**src/rtl/cache_line_arbiter.sv**
```systemverilog
// cache_line_arbiter: round-robin arbiter between I- and D-cache for a single line adapter.
// A grant can carry a writeback followed by a fill before its completion pulse.
module cache_line_arbiter #(
    parameter int ADDR_W = 32,
    parameter int TAG_W  = 24,
    parameter int LINE_W = 256
) (
    input  logic              CLK,
    input  logic              RST,
    input  logic [1:0]        rd_req,
    input  logic [1:0]        wr_req,
    input  logic [ADDR_W-1:0] req_addr0,
    input  logic [ADDR_W-1:0] req_addr1,
    input  logic [TAG_W-1:0]  req_tag0,
    input  logic [TAG_W-1:0]  req_tag1,
    input  logic [LINE_W-1:0] req_wdata0,
    input  logic [LINE_W-1:0] req_wdata1,
    output logic [1:0]        req_done,
    output logic [LINE_W-1:0] req_rdata,
    output logic              cl_read,
    output logic              cl_write,
    output logic [ADDR_W-1:0] cl_addr,
    output logic [TAG_W-1:0]  cl_tag,
    output logic [LINE_W-1:0] cl_wdata,
    input  logic [LINE_W-1:0] cl_rdata,
    input  logic              cl_busy
);
    typedef enum logic [2:0] {IDLE, ISSUE_WR, WAIT_WR, ISSUE_RD, WAIT_RD, DONE} state_t;
    state_t state, state_nx;
    logic       last_grant, lat_rd, seen_busy, gnt_nx, wait_done, in_wait, to_issue;
    logic [1:0] pend;
    always_comb begin
        pend      = rd_req | wr_req;
        gnt_nx    = &pend ? ~last_grant : pend[1];
        wait_done = seen_busy && !cl_busy;
        in_wait   = state == WAIT_WR || state == WAIT_RD;
        state_nx  = state;
        case (state)
            IDLE:     state_nx = |pend ? (wr_req[gnt_nx] ? ISSUE_WR : ISSUE_RD) : IDLE;
            ISSUE_WR: state_nx = WAIT_WR;
            WAIT_WR:  state_nx = wait_done ? (lat_rd ? ISSUE_RD : DONE) : WAIT_WR;
            ISSUE_RD: state_nx = WAIT_RD;
            WAIT_RD:  state_nx = wait_done ? DONE : WAIT_RD;
            DONE:     state_nx = IDLE;
            default:  state_nx = IDLE;
        endcase
        to_issue = state_nx == ISSUE_WR || state_nx == ISSUE_RD;
        cl_read  = state == ISSUE_RD;
        cl_write = state == ISSUE_WR;
        req_done = state == DONE ? (last_grant ? 2'b10 : 2'b01) : 2'b00;
    end
    always_ff @(posedge CLK) begin
        if (RST) begin
            state      <= IDLE;
            last_grant <= 1'b0;
            lat_rd     <= 1'b0;
            seen_busy  <= 1'b0;
            cl_addr    <= '0;
            cl_tag     <= '0;
            cl_wdata   <= '0;
            req_rdata  <= '0;
        end else begin
            state <= state_nx;
            if (state == IDLE && |pend) begin
                last_grant <= gnt_nx;
                lat_rd     <= rd_req[gnt_nx];
                cl_addr    <= gnt_nx ? req_addr1 : req_addr0;
                cl_tag     <= gnt_nx ? req_tag1 : req_tag0;
                cl_wdata   <= gnt_nx ? req_wdata1 : req_wdata0;
            end
            // busy must be observed high in WAIT before its fall can end the transfer
            seen_busy <= to_issue ? 1'b0 : seen_busy | (in_wait & cl_busy);
            if (state == WAIT_RD && wait_done)
                req_rdata <= cl_rdata;
        end
    end
endmodule

```
**config.mk**
```make
export PLATFORM = sky130hd
export DESIGN_NAME = cache_line_arbiter
export DESIGN_NICKNAME = d
export VERILOG_FILES = /design/src/rtl/cache_line_arbiter.sv
export SDC_FILE = /design/constraint.sdc
export NUM_CORES = 1
export LEC_CHECK = 0
export ABC_CLOCK_PERIOD_IN_PS = 2000
export CELL_PAD_IN_SITES_DETAIL_PLACEMENT = 1
export CELL_PAD_IN_SITES_GLOBAL_PLACEMENT = 1
export CORE_AREA = 2 2 576 578
export CTS_BUF_LIST = sky130_fd_sc_hd__clkbuf_4
export CTS_CLUSTER_SIZE = 10
export DETAILED_ROUTE_END_ITERATION = 16
export DIE_AREA = 0 0 578 580
export PLACE_DENSITY_LB_ADDON = 0.1
export REMOVE_ABC_BUFFERS = 1
export SKIP_LAST_GASP = 1
export SYNTH_ARGS = -nofsm -noshare
export SYNTH_HDL_FRONTEND = slang
export SYNTH_SLANG_ARGS = --single-unit
```
**constraint.sdc**
```tcl
create_clock -name CLK -period 2 [get_ports CLK]
set_input_delay 0.4 -clock CLK [delete_from_list [all_inputs] [get_ports CLK]]
set_output_delay 0.4 -clock CLK [all_outputs]
set_load 0.05 [all_outputs]
```
## Word-level counts from Yosys, hierarchy flattened

Index checks and enable logic that the tools add are counted.

| word-level totals | value |
|---|---|
| input port bits | 887 |
| output and inout bits | 572 |
| word-level logic and storage cells | 46 |
| flip-flop bits (word level) | 574 |

| cells by class | value |
|---|---|
| magnitude comparators | 1 |
| reduce and logical (&&, ||, !) cells | 10 |
| eq/ne operators | 7 |
| multiplexer cells | 16 |
| bitwise operators | 4 |

Operator list:

| cell | number |
|---|---|
| 256-bit two-way mux | 1 |
| 32-bit two-way mux | 1 |
| 24-bit two-way mux | 1 |
| 3-bit one-hot mux with 5 select lines | 1 |
| 3-bit by 2-bit == test with 1-bit output, second input constant | 3 |
| 2-bit two-way mux | 4 |
| 3-bit by 1-bit == test with 1-bit output, second input constant | 2 |
| 3-bit == test, second input constant | 2 |
| 1-bit two-way mux | 6 |
| 3-bit two-way mux | 2 |
| 2-bit OR reduction | 2 |
| 1-bit logical AND | 3 |
| 3-bit logical NOT | 1 |
| 1-bit logical OR | 2 |
| 1-bit by 2-bit < comparator with 1-bit output, second input constant | 1 |
| 2-bit bitwise OR | 1 |
| 2-bit AND reduction | 1 |
| 1-bit bitwise AND | 1 |
| 1-bit logical NOT | 1 |
| 1-bit inverter | 1 |
| 1-bit bitwise OR | 1 |

## Longest topological paths before layout

Gate-level depths: netlist of run 1.

| depth | value |
|---|---|
| depth in word-level cells | 11 |
| mapped depth | 8 |
| depth with buffers taken out | 4 |

## Least setup slack after synthesis of run 1

OpenSTA, ideal clock, no wires.

| timing path | value |
|---|---|
| path kind | reg-to-output |
| start | register state[0] |
| end | output port req_done[0] |
| path slack | -0.436 ns |
| arrival | 2.036 ns |
| stages on the path, launching flop included | 3 |
| buffers on the path | 1 |
| cells stage by stage | dfxtp_1 buf_2 nor4bb_1 |

| on the way | value |
|---|---|
| cells in the longest elaborated chain, start to end | 2 |

Ends and longest elaborated chain:

| what | line | RTL |
|---|---|---|
| start, declared | 29 | `state_t state, state_nx;` |
| start signal, assigned | 63 | `state <= state_nx;` |
| 3-bit == test | 50 | `req_done = state == DONE ? (last_grant ? 2'b10 : 2'b01) : 2'b00;` |
| 2-bit two-way mux | 50 |  |
| end, declared | 18 | `output logic [1:0] req_done,` |

Every way passes these cells.

## Final worst setup path of run 1

| timing path | value |
|---|---|
| start | register state[2] |
| end | output port req_done[0] |

Same word-level chain as after synthesis.

==> reports/results.ini, run 1 <==
[outcome]
status = complete, but fails checks
violations = setup timing

[placed_design]
dp_hpwl_mm = 181
numPortBuffers = 1458
gp_congestion = 0.775
place_ws_ns = -0.662
place_area_um2 = 42600

[finish]
layout-drive-gt1-share_pct = 32.3
fin_nets = 6655
final_area_um2 = 64300
final_cell_mix = 1,096 x dlygate4sd3_1, 885 x clkdlybuf4s50_1, 829 x nand2_1, 556 x a21oi_1, 480 x dfxtp_2
final_common_cell = dlygate4sd3_1
area_delta_synth_final_pct = 188

[synth]
synth.distinct_cells = 30
synthCells = 2893
synth_top_family_by_area = compound AO/OA/AOI/OAI gates
synth_area_per_cell_um2 = 7.72
async_flop_share_pct = 0
synth_top_area_share_pct = 51.4
synth_xor_xnor_area_share_pct = 0.0392
synth_area_leaders = dfxtp_1 51%, nand2_1 14%, a21oi_1 13%
yosysWarnings = 0
ys.flop_type = dfxtp_1
synth_mux_area_share_pct = 0
synth_seq_cells = 574
synth_edf_count = 0
synth-compound-area-share_pct = 23.7
yosys.area.top_type = dfxtp_1
syn-cell-area_um2 = 22300
yosysSeqAreaShare_pct = 51.4
synthSimpleGateAreaFrac_pct = 19.8
synth_fa_ha_area_share_pct = 0

[global_routing]
antenna_found_initial = 109
first_global_vias = 36696
grt_use_total_pct = 13.2
grt_max_degree = 66
grt_pass1_wl_mm = 309
overflow = 0

[setup_path]
critical_path_depth = 4
reg2reg_depth = 9
required_ns = 1.60
crit_fanout = 4
critical_path.top_delay_family = buffers and inverters
crit_chain = buf_6, nor4bb_4, buf_4, buf_12
critPathLaunchType = flip-flop
crit_buf_inv = 3
critical_path_class = reg -> out
arrival_ns = 2.29
critPathCaptureType = primary output
cp_slowest_cell = dfxtp_2
critPathMaxStageDelay_ns = 0.35

[power]
peakVddDrop_uv = 438
p_int_w = 0.0336
p_clk_share_pct = 26.1
p_leak_nw = 24.0
pwr_density_cell_nw_per_um2 = 889
switching_share_pct = 41.3
p_comb_share_pct = 47.1
finalPower_w = 0.0572
p_seq_share_pct = 26.8
switchingPower_w = 0.0236

[sta]
hold_viol = 0
slew-limit-headroom_pct = 61.9
final.min_clock_period_ns = 2.69
slew_violations = 0
timing.fmax_mhz = 372
setup_violations = 573
hold_slack_ns = 0.276
timing.final.crit_share_pct = 134
rsz0062_at_grt = yes
finalWorstSetupSlack_ns = -0.687
tightest_slew_ns = 0.572
finClkSkew_ns = 0.125

[clock_tree]
cts_sinks = 574
htreeDepth = 4
path_clk_slew_ns = 0.07
clk_latency_ns = 1.29
cts_tree = built
cts-root-buf = clkbuf_4
cts.path.max_buffers = 4
cts_buffers = 218

[die]
initial_utilization_pct = 6.79
num_rows = 211
io_pins = 1459
dieWidth_um = 578
core_um2 = 329000
die_y_um = 580
die_area_um2 = 335000

[hold_path]
hold_class = in -> reg
min_path_cells = 4

[routing]
wl_per_cell_um = 22.5
finalWirelength_mm = 233
num_vias = 33162
antenna_left = 0
drt_iter0_markers = 797
drt_pass1_iterations = 4
routed_via_density = 3.20
drc = 0

[flow_run]
maxCapViolCount = 0

-- layer usage --
metal  vias to the layer above  wire (µm)  track usage, %
met1                     15799      90100            14.2
met3                       323      20100            5.15
met2                      1238     118000            24.0
met4                        34       4500            2.68
li1                      15768          -               -
met5                         -        197               0
-- Yosys cell counts, types with 2 or more instances --
library cell and n:
buf_2 106, dfxtp_1 574, a211oi_1 311, a21oi_1 570, nand2b_1 2, o221a_2 2, a21boi_0 2, nand2_1 831
nor3_1 2, nor2_1 318, o21ai_0 2, buf_4 2, buf_1 3, clkbuf_1 151, nor2b_1 2
-- stage by stage --
stage          setup TNS [ns]  util (%)  instances
2_1_floorplan        -2455.19         -       2631
3_3_place_gp          -183.01      12.9       8654
3_5_place_dp          -190.59      12.9       8654
4_1_cts               -271.92      18.9      10172
5_1_grt               -246.74      19.5      10335
6_report               -95.28      19.5      10354
-- power groups by stage --
stage | logic, W | registers (W) | clock network, W
2_1_floorplan | 0.00461 | 0.0175 | 0
3_3_place_gp | 0.0205 | 0.0145 | 0
3_5_place_dp | 0.0205 | 0.0145 | 0
4_1_cts | 0.0256 | 0.0153 | 0.0162
5_1_grt | 0.0287 | 0.0155 | 0.0168
6_report | 0.0269 | 0.0153 | 0.0149
-- kinds of logic after synthesis --
family | Yosys count
AOI/OAI and AO/OA | 892
buffers and inverters | 262
DFF | 574
xor gates and xnor gates | 1
and+or+nand+nor | 1164
-- final cells by class --
type	instances	area, µm²
diodes	67	168
clock buffers	332	2490
clock inverters	41	253
fillers	38105	265000
multi-input cells	2057	10000
flip-flops and latches	574	12400
well taps	4366	5460
repair buffers	2917	33500
-- worst paths after layout --
path / start / to / slack (ns)
worst max-delay path: state[2] / req_done[0] / -0.69
worst min-delay path: cl_rdata[246] / req_rdata[246] / 0.28
worst min register to register: req_rdata[62] / req_rdata[62] / 0.47
worst max register to register: state[2] / cl_wdata[4] / -0.01
-- sequential cells by signal (all words and copies together) (netlist names) --
name,flops
cl_addr,32
state,3
req_rdata,256
lat_rd,1
last_grant,1
cl_tag,24
cl_wdata,256
seen_busy,1
-- tightest hold or removal path, stage by stage --
cell             delay (ns)
dlygate4sd3_1          0.58
clkdlybuf4s50_1        0.46
nand2_1                0.07
a21oi_1                0.05
-- repair_timing --
action,4_1_cts,5_1_grt
buffers inserted,47,91
hold buffers,1096,0
pin swaps,3,23
endpoints found under the setup margin,576,776
hold endpoints to repair,574,0
gates cloned,3,26
resized for setup,2790,161
Note: power is estimated with default switching activity, not from simulation.
==> run 2: changes to the inputs <==
Settings changed: CORE_AREA 2 2 576 578 to 2 2 567 569, DIE_AREA 0 0 578 580 to 0 0 569 571, DONT_BUFFER_PORTS from default to 1.
==> run 2 against run 1 <==
  * The flow finishes with violations (slew limit, setup timing)
  * Global-route usage shrank 1.2 points
  * Critical path type is now in -> reg
  * Register-to-register slack worse by 0.14 ns
  * Total power is 4.0% lower
  * Clock skew fell by 0.045 ns
  * Design area shrank 12%
  * Critical path depth unchanged
  * Highest routed layer unchanged
  * Sequential share of layout area is 4.6 points higher
==> reports/results.ini, run 2 (same netlist as run 1, synthesis figures left out) <==
[power]
pwr_density_cell_nw_per_um2 = 973  ; was 889 nW/µm²
finalPower_w = 0.0549  ; was 0.0572 W
peakVddDrop_uv = 478  ; was 438 µV
p_leak_nw = 19.6  ; was 24.0 nW

[routing]
wl_per_cell_um = 23.7  ; was 22.5 µm
num_vias = 30510  ; was 33,162
antenna_left = 0  ; unchanged
drc = 0  ; unchanged
drt_iter0_markers = 810  ; was 797
drt_pass1_iterations = 4  ; unchanged
finalWirelength_mm = 221  ; was 233 mm
routed_via_density = 3.28  ; was 3.20

[setup_path]
reg2reg_slack_ns = -0.15  ; was -0.01 ns
reg2reg_depth = 12  ; was 9
critical_path_class = in -> reg  ; was reg -> out
critPathCaptureType = flip-flop  ; was primary output
arrival_ns = 3.72  ; was 2.29 ns
critPathLaunchType = input pin  ; was flip-flop
required_ns = 3.01  ; was 1.60 ns
crit_fanout = 272  ; was 4

[placed_design]
numPortBuffers = 0  ; was 1,458
dp_cells = 7069  ; was 8,654
dp_hpwl_mm = 160  ; was 181 mm
gp_congestion = 0.764  ; was 0.775

[global_routing]
first_global_vias = 29094  ; was 36,696
grt_pass1_wl_mm = 268  ; was 309 mm
antenna_found_initial = 40  ; was 109
overflow = 0  ; unchanged
grt_max_degree = 575  ; was 66
grt_use_total_pct = 12.0  ; was 13.2%

[sta]
final.setup.tns_ns = -102.30  ; was -95.28 ns
slew-limit-headroom_pct = -21.9  ; was 61.9%
setup_violations = 702  ; was 573
tightest_slew_ns = 1.83  ; was 0.572 ns
timing.fmax_mhz = 369  ; was 372 MHz
finClkSkew_ns = 0.0803  ; was 0.125 ns
hold_viol = 0  ; unchanged
finalWorstSetupSlack_ns = -0.712  ; was -0.687 ns
timing.final.crit_share_pct = 136  ; was 134%
rsz0062_at_grt = yes  ; unchanged
hold_slack_ns = 0.126  ; was 0.276 ns
final.min_clock_period_ns = 2.71  ; was 2.69 ns
slew_violations = 260  ; was 0

[finish]
fin_cells = 9299  ; was 10,354
seq_area_um2 = 13500  ; was 12,400 µm²
top_regs = cl_wdata: 256 flops, req_rdata: 256 flops, cl_addr: 32 flops  ; unchanged
fill_cells = 37033  ; was 38,105
layout-drive-gt1-share_pct = 31.3  ; was 32.3%
final_common_cell = dlygate4sd3_1  ; unchanged
multi_input_area_um2 = 11900  ; was 10000 µm²
final_cell_mix = 1,739 x dlygate4sd3_1, 829 x nand2_1, 511 x dfxtp_4, 381 x a21oi_1, 325 x clkbuf_4  ; was 1,096 x dlygate4sd3_1, 885 x clkdlybuf4s50_1, 829 x nand2_1, 556 x a21oi_1, 480 x dfxtp_2
fin_nets = 5826  ; was 6,655
area_delta_synth_final_pct = 153  ; was 188%

[die]
die_y_um = 571  ; was 580 µm
die_area_um2 = 325000  ; was 335,000 µm²
dieWidth_um = 569  ; was 578 µm
io_pins = 1459  ; unchanged
num_rows = 208  ; was 211
core_um2 = 319000  ; was 329,000 µm²
initial_utilization_pct = 7.00  ; was 6.79%

[clock_tree]
clk_latency_ns = 1.24  ; was 1.29 ns
cts_buffers = 213  ; was 218
cts-root-buf = clkbuf_4  ; unchanged
cts_sinks = 574  ; unchanged
path_clk_slew_ns = 0.08  ; was 0.07 ns
cts_tree = built  ; unchanged
htreeDepth = 4  ; unchanged
cts.path.max_buffers = 4  ; unchanged

[hold_path]
min_path_cells = 3  ; was 4
hold_class = in -> reg  ; unchanged

[outcome]
violations = slew limit, setup timing  ; was setup timing
status = complete, but fails checks  ; unchanged

[flow_run]
maxCapViolCount = 0  ; unchanged

run 2: layout make-up:
| cell class | count | share of cell area, % |
|---|---|---|
| timing repair buffer | 2093 | 41.0 |
| tap | 4200 | 9.31 |
| sequential | 574 | 23.9 |
| clock inverter | 34 | 0.454 |
| multi-input combinational | 2057 | 21.0 |
| clock buffer | 325 | 4.32 |
| antenna | 16 | 0.0709 |
run 2: critical path, stage by stage:
cell and delay, ns:
dlygate4sd3_1 0.65, buf_16 0.78, buf_16 0.43, a211oi_1 0.13
run 2: report_power, final:
group	switching (W)	internal (W)	total (W)
logic	0.0101	0.00951	0.0196
registers	0.00699	0.0137	0.0207
clock network	0.00692	0.00778	0.0147
total	0.0240	0.0310	0.0549
run 2: path summary, 6_finish.rpt:
check / to / from
worst max-delay path: cl_wdata[19] / RST
worst max register to register: cl_addr[13] / state[0]
worst min-delay path: cl_wdata[225] / req_wdata1[225]
worst min register to register: lat_rd / lat_rd
run 2: per-layer routing:
metal | track usage, % | share of wire (%) | vias to the layer above
met5 | 0 | 0.031 | -
met1 | 11.9 | 36 | 14737
met4 | 2.84 | 2.8 | 12
li1 | - | - | 14063
met3 | 5.35 | 8.9 | 383
met2 | 22.4 | 52 | 1315
run 2: what timing repair did:
item                                    CTS  global route
hold buffers                            892           848
setup endpoints to repair               608           921
cloned                                    7            41
buffers inserted                         19            50
pin swaps                                22           108
endpoints found under the hold margin   574           567
resized for setup                      1320           549
run 2: per-stage QoR:
step / setup WS (ns) / area (µm²) / utilization, %
after floorplan: -5.46 / 21200 / -
after global placement: -0.212 / 28900 / 9.06
after detailed placement: -0.192 / 28900 / 9.06
after CTS: -0.817 / 43900 / 13.8
after global routing: -0.818 / 56400 / 17.7
final: -0.712 / 56500 / 17.7
==> run 3: changes to the inputs <==
--- a/constraint.sdc
+++ b/constraint.sdc
@@ -3,2 +3,2 @@
 set_output_delay 0.4 -clock CLK [all_outputs]
-set_load 0.05 [all_outputs]
+set_load 0.02 [all_outputs]
==> run 3 against run 2 <==
  * The run ends with hold timing, slew limit, setup timing left
  * First-iteration DRC count shrank 8.5%
  * Cell count shrank 9.9%
  * Utilization shrank 3.9 points
  * Via count shrank 13%
  * Combinational power shrank 37%
  * Clock-buffer cell count grew 16
  * Sequential share of layout area grew 7.2 points
  * Design area shrank 22%
  * Register-to-register slack gained 0.11 ns
  * Routed wire length shrank 4.9%
  * Worst setup slack gained 0.25 ns
  * Largest power group unchanged
==> reports/results.ini, run 3 (same netlist as run 1, synthesis figures left out) <==
[outcome]
status = complete, but fails checks  ; unchanged
violations = hold timing, slew limit, setup timing  ; was slew limit, setup timing

[power]
pwr_density_cell_nw_per_um2 = 1030  ; was 973 nW/µm²
p_leak_nw = 14.8  ; was 19.6 nW
peakVddDrop_uv = 360  ; was 478 µV
finalPower_w = 0.0451  ; was 0.0549 W

[sta]
timing.final.crit_share_pct = 123  ; was 136%
slew_violations = 270  ; was 260
final.min_clock_period_ns = 2.46  ; was 2.71 ns
finClkSkew_ns = 0.0842  ; was 0.0803 ns
hold_slack_ns = -0.682  ; was 0.126 ns
finalWorstSetupSlack_ns = -0.462  ; was -0.712 ns
setup_violations = 115  ; was 702
tightest_slew_ns = 2.11  ; was 1.83 ns
timing.fmax_mhz = 406  ; was 369 MHz
slew-limit-headroom_pct = -40.7  ; was -21.9%
hold_viol = 491  ; was 0
rsz0062_at_grt = yes  ; unchanged

[finish]
fin_cells = 8376  ; was 9,299
top_regs = cl_wdata: 256 flops, req_rdata: 256 flops, cl_addr: 32 flops  ; unchanged
fin_nets = 4858  ; was 5,826
final_cell_mix = 876 x dlygate4sd3_1, 828 x nand2_1, 566 x dfxtp_4, 554 x a21oi_1, 341 x clkbuf_4  ; was 1,739 x dlygate4sd3_1, 829 x nand2_1, 511 x dfxtp_4, 381 x a21oi_1, 325 x clkbuf_4
layout-drive-gt1-share_pct = 30.2  ; was 31.3%
area_delta_synth_final_pct = 96.3  ; was 153%
final_common_cell = dlygate4sd3_1  ; unchanged

[setup_path]
reg2reg_depth = 9  ; was 12
critPathLaunchType = flip-flop  ; was input pin
arrival_ns = 2.06  ; was 3.72 ns
critPathCaptureType = primary output  ; was flip-flop
r2r_start = state[2]  ; was state[0]
required_ns = 1.60  ; was 3.01 ns
r2r-end = cl_wdata[75]  ; was cl_addr[13]
crit_fanout = 5  ; was 272
critical_path_class = reg -> out  ; was in -> reg
reg2reg_slack_ns = -0.04  ; was -0.15 ns

[placed_design]
dp_hpwl_mm = 160  ; about the same
dp_cells = 7006  ; was 7,069
gp_congestion = 0.767  ; was 0.764
place_ws_ns = -0.325  ; was -0.192 ns
numPortBuffers = 0  ; unchanged

[hold_path]
hold_class = in -> reg  ; unchanged
min_path_cells = 1  ; was 3
hold_path_end = req_rdata[226]  ; was cl_wdata[225]
hold_start = RST  ; was req_wdata1[225]

[global_routing]
grt_use_total_pct = 12.1  ; was 12.0%
grt_pass1_wl_mm = 270  ; was 268 mm
overflow = 0  ; unchanged
grt_max_degree = 575  ; unchanged
first_global_vias = 29211  ; was 29,094
antenna_found_initial = 104  ; was 40

[routing]
drt_pass1_iterations = 4  ; unchanged
drc = 0  ; unchanged
antenna_left = 0  ; unchanged
routed_via_density = 3.19  ; was 3.28
finalWirelength_mm = 210  ; was 221 mm
wl_per_cell_um = 25.0  ; was 23.7 µm
num_vias = 26687  ; was 30,510
drt_iter0_markers = 741  ; was 810

[die]
die_area_um2 = 325000  ; unchanged
io_pins = 1459  ; unchanged
core_um2 = 319000  ; unchanged
initial_utilization_pct = 7.00  ; unchanged
dieWidth_um = 569  ; unchanged
num_rows = 208  ; unchanged
die_y_um = 571  ; unchanged

[clock_tree]
cts_buffers = 215  ; was 213
cts_tree = built  ; unchanged
cts_sinks = 574  ; unchanged
htreeDepth = 4  ; unchanged
path_clk_slew_ns = 0.06  ; was 0.08 ns
cts-root-buf = clkbuf_4  ; unchanged
cts.path.max_buffers = 4  ; unchanged
clk_latency_ns = 1.22  ; was 1.24 ns

[flow_run]
maxCapViolCount = 0  ; unchanged

-- run 3: cell count changes in the layout (fill, tap and decap cells not counted), sizes merged --
cell / delta
buf: -86
bufinv: -1
dlygate4sd3: -863
diode: +27
clkinv: +5
clkbuf: -5
clkinvlp: -1
inv: +1
-- run 3: what timing repair did --
| item | 4_1_cts | 5_1_grt |
|---|---|---|
| setup buffers | 37 | 18 |
| hold buffers | 873 | 3 |
| pin swaps | 31 | 60 |
| gates cloned | 12 | 11 |
| endpoints found under the hold margin | 574 | 573 |
| resized for setup | 1213 | 94 |
| endpoints found under the setup margin | 620 | 892 |
-- run 3: worst max path at each step --
stage | from | end
after detailed placement | wr_req[0] | cl_tag[21]
after global placement | wr_req[0] | cl_tag[21]
after CTS | last_grant | req_done[0]
final | state[0] | req_done[0]
after global routing | state[0] | req_done[0]
after floorplan | state[2] | lat_rd
-- run 3: cell type report --
cell class                      instances  area (µm²)
Fill cell                           37695      275000
Clock buffer                          341        2560
Tap cell                             4200        5260
Antenna cell                           43         108
Clock inverter                         38         251
Timing Repair Buffer                 1123       12000
Sequential cell                       574       13600
Multi-Input combinational cell       2057       10100
-- run 3: stage by stage --
step / utilization (%) / setup TNS, ns / cell area [µm²]
2_1_floorplan: - / -2454.68 / 21200
3_3_place_gp: 8.87 / -35.48 / 28300
3_5_place_dp: 8.87 / -33.57 / 28300
4_1_cts: 13.5 / -181.87 / 43100
5_1_grt: 13.7 / -141.10 / 43800
6_report: 13.7 / -3.94 / 43900
-- run 3: layer usage --
metal	global-route usage, %	share of wire (%)	vias to the layer above
li1	-	-	12157
met1	12.1	36	12867
met2	22.4	52	1275
met3	5.32	9.8	374
met4	3.09	2.8	14
met5	0	0.045	-
-- run 3: critical path: stages (launching register included) --
cell      delay [ns]
dfxtp_2         0.34
buf_6           0.10
buf_6           0.11
nor4bb_4        0.19
buf_4           0.20
-- run 3: power breakdown --
group	total, W	internal [W]	leakage (nW)	switching [W]
Sequential	0.0179	0.0136	5.10	0.00427
Combinational	0.0123	0.00564	8.02	0.00665
Clock	0.0149	0.00801	1.68	0.00690
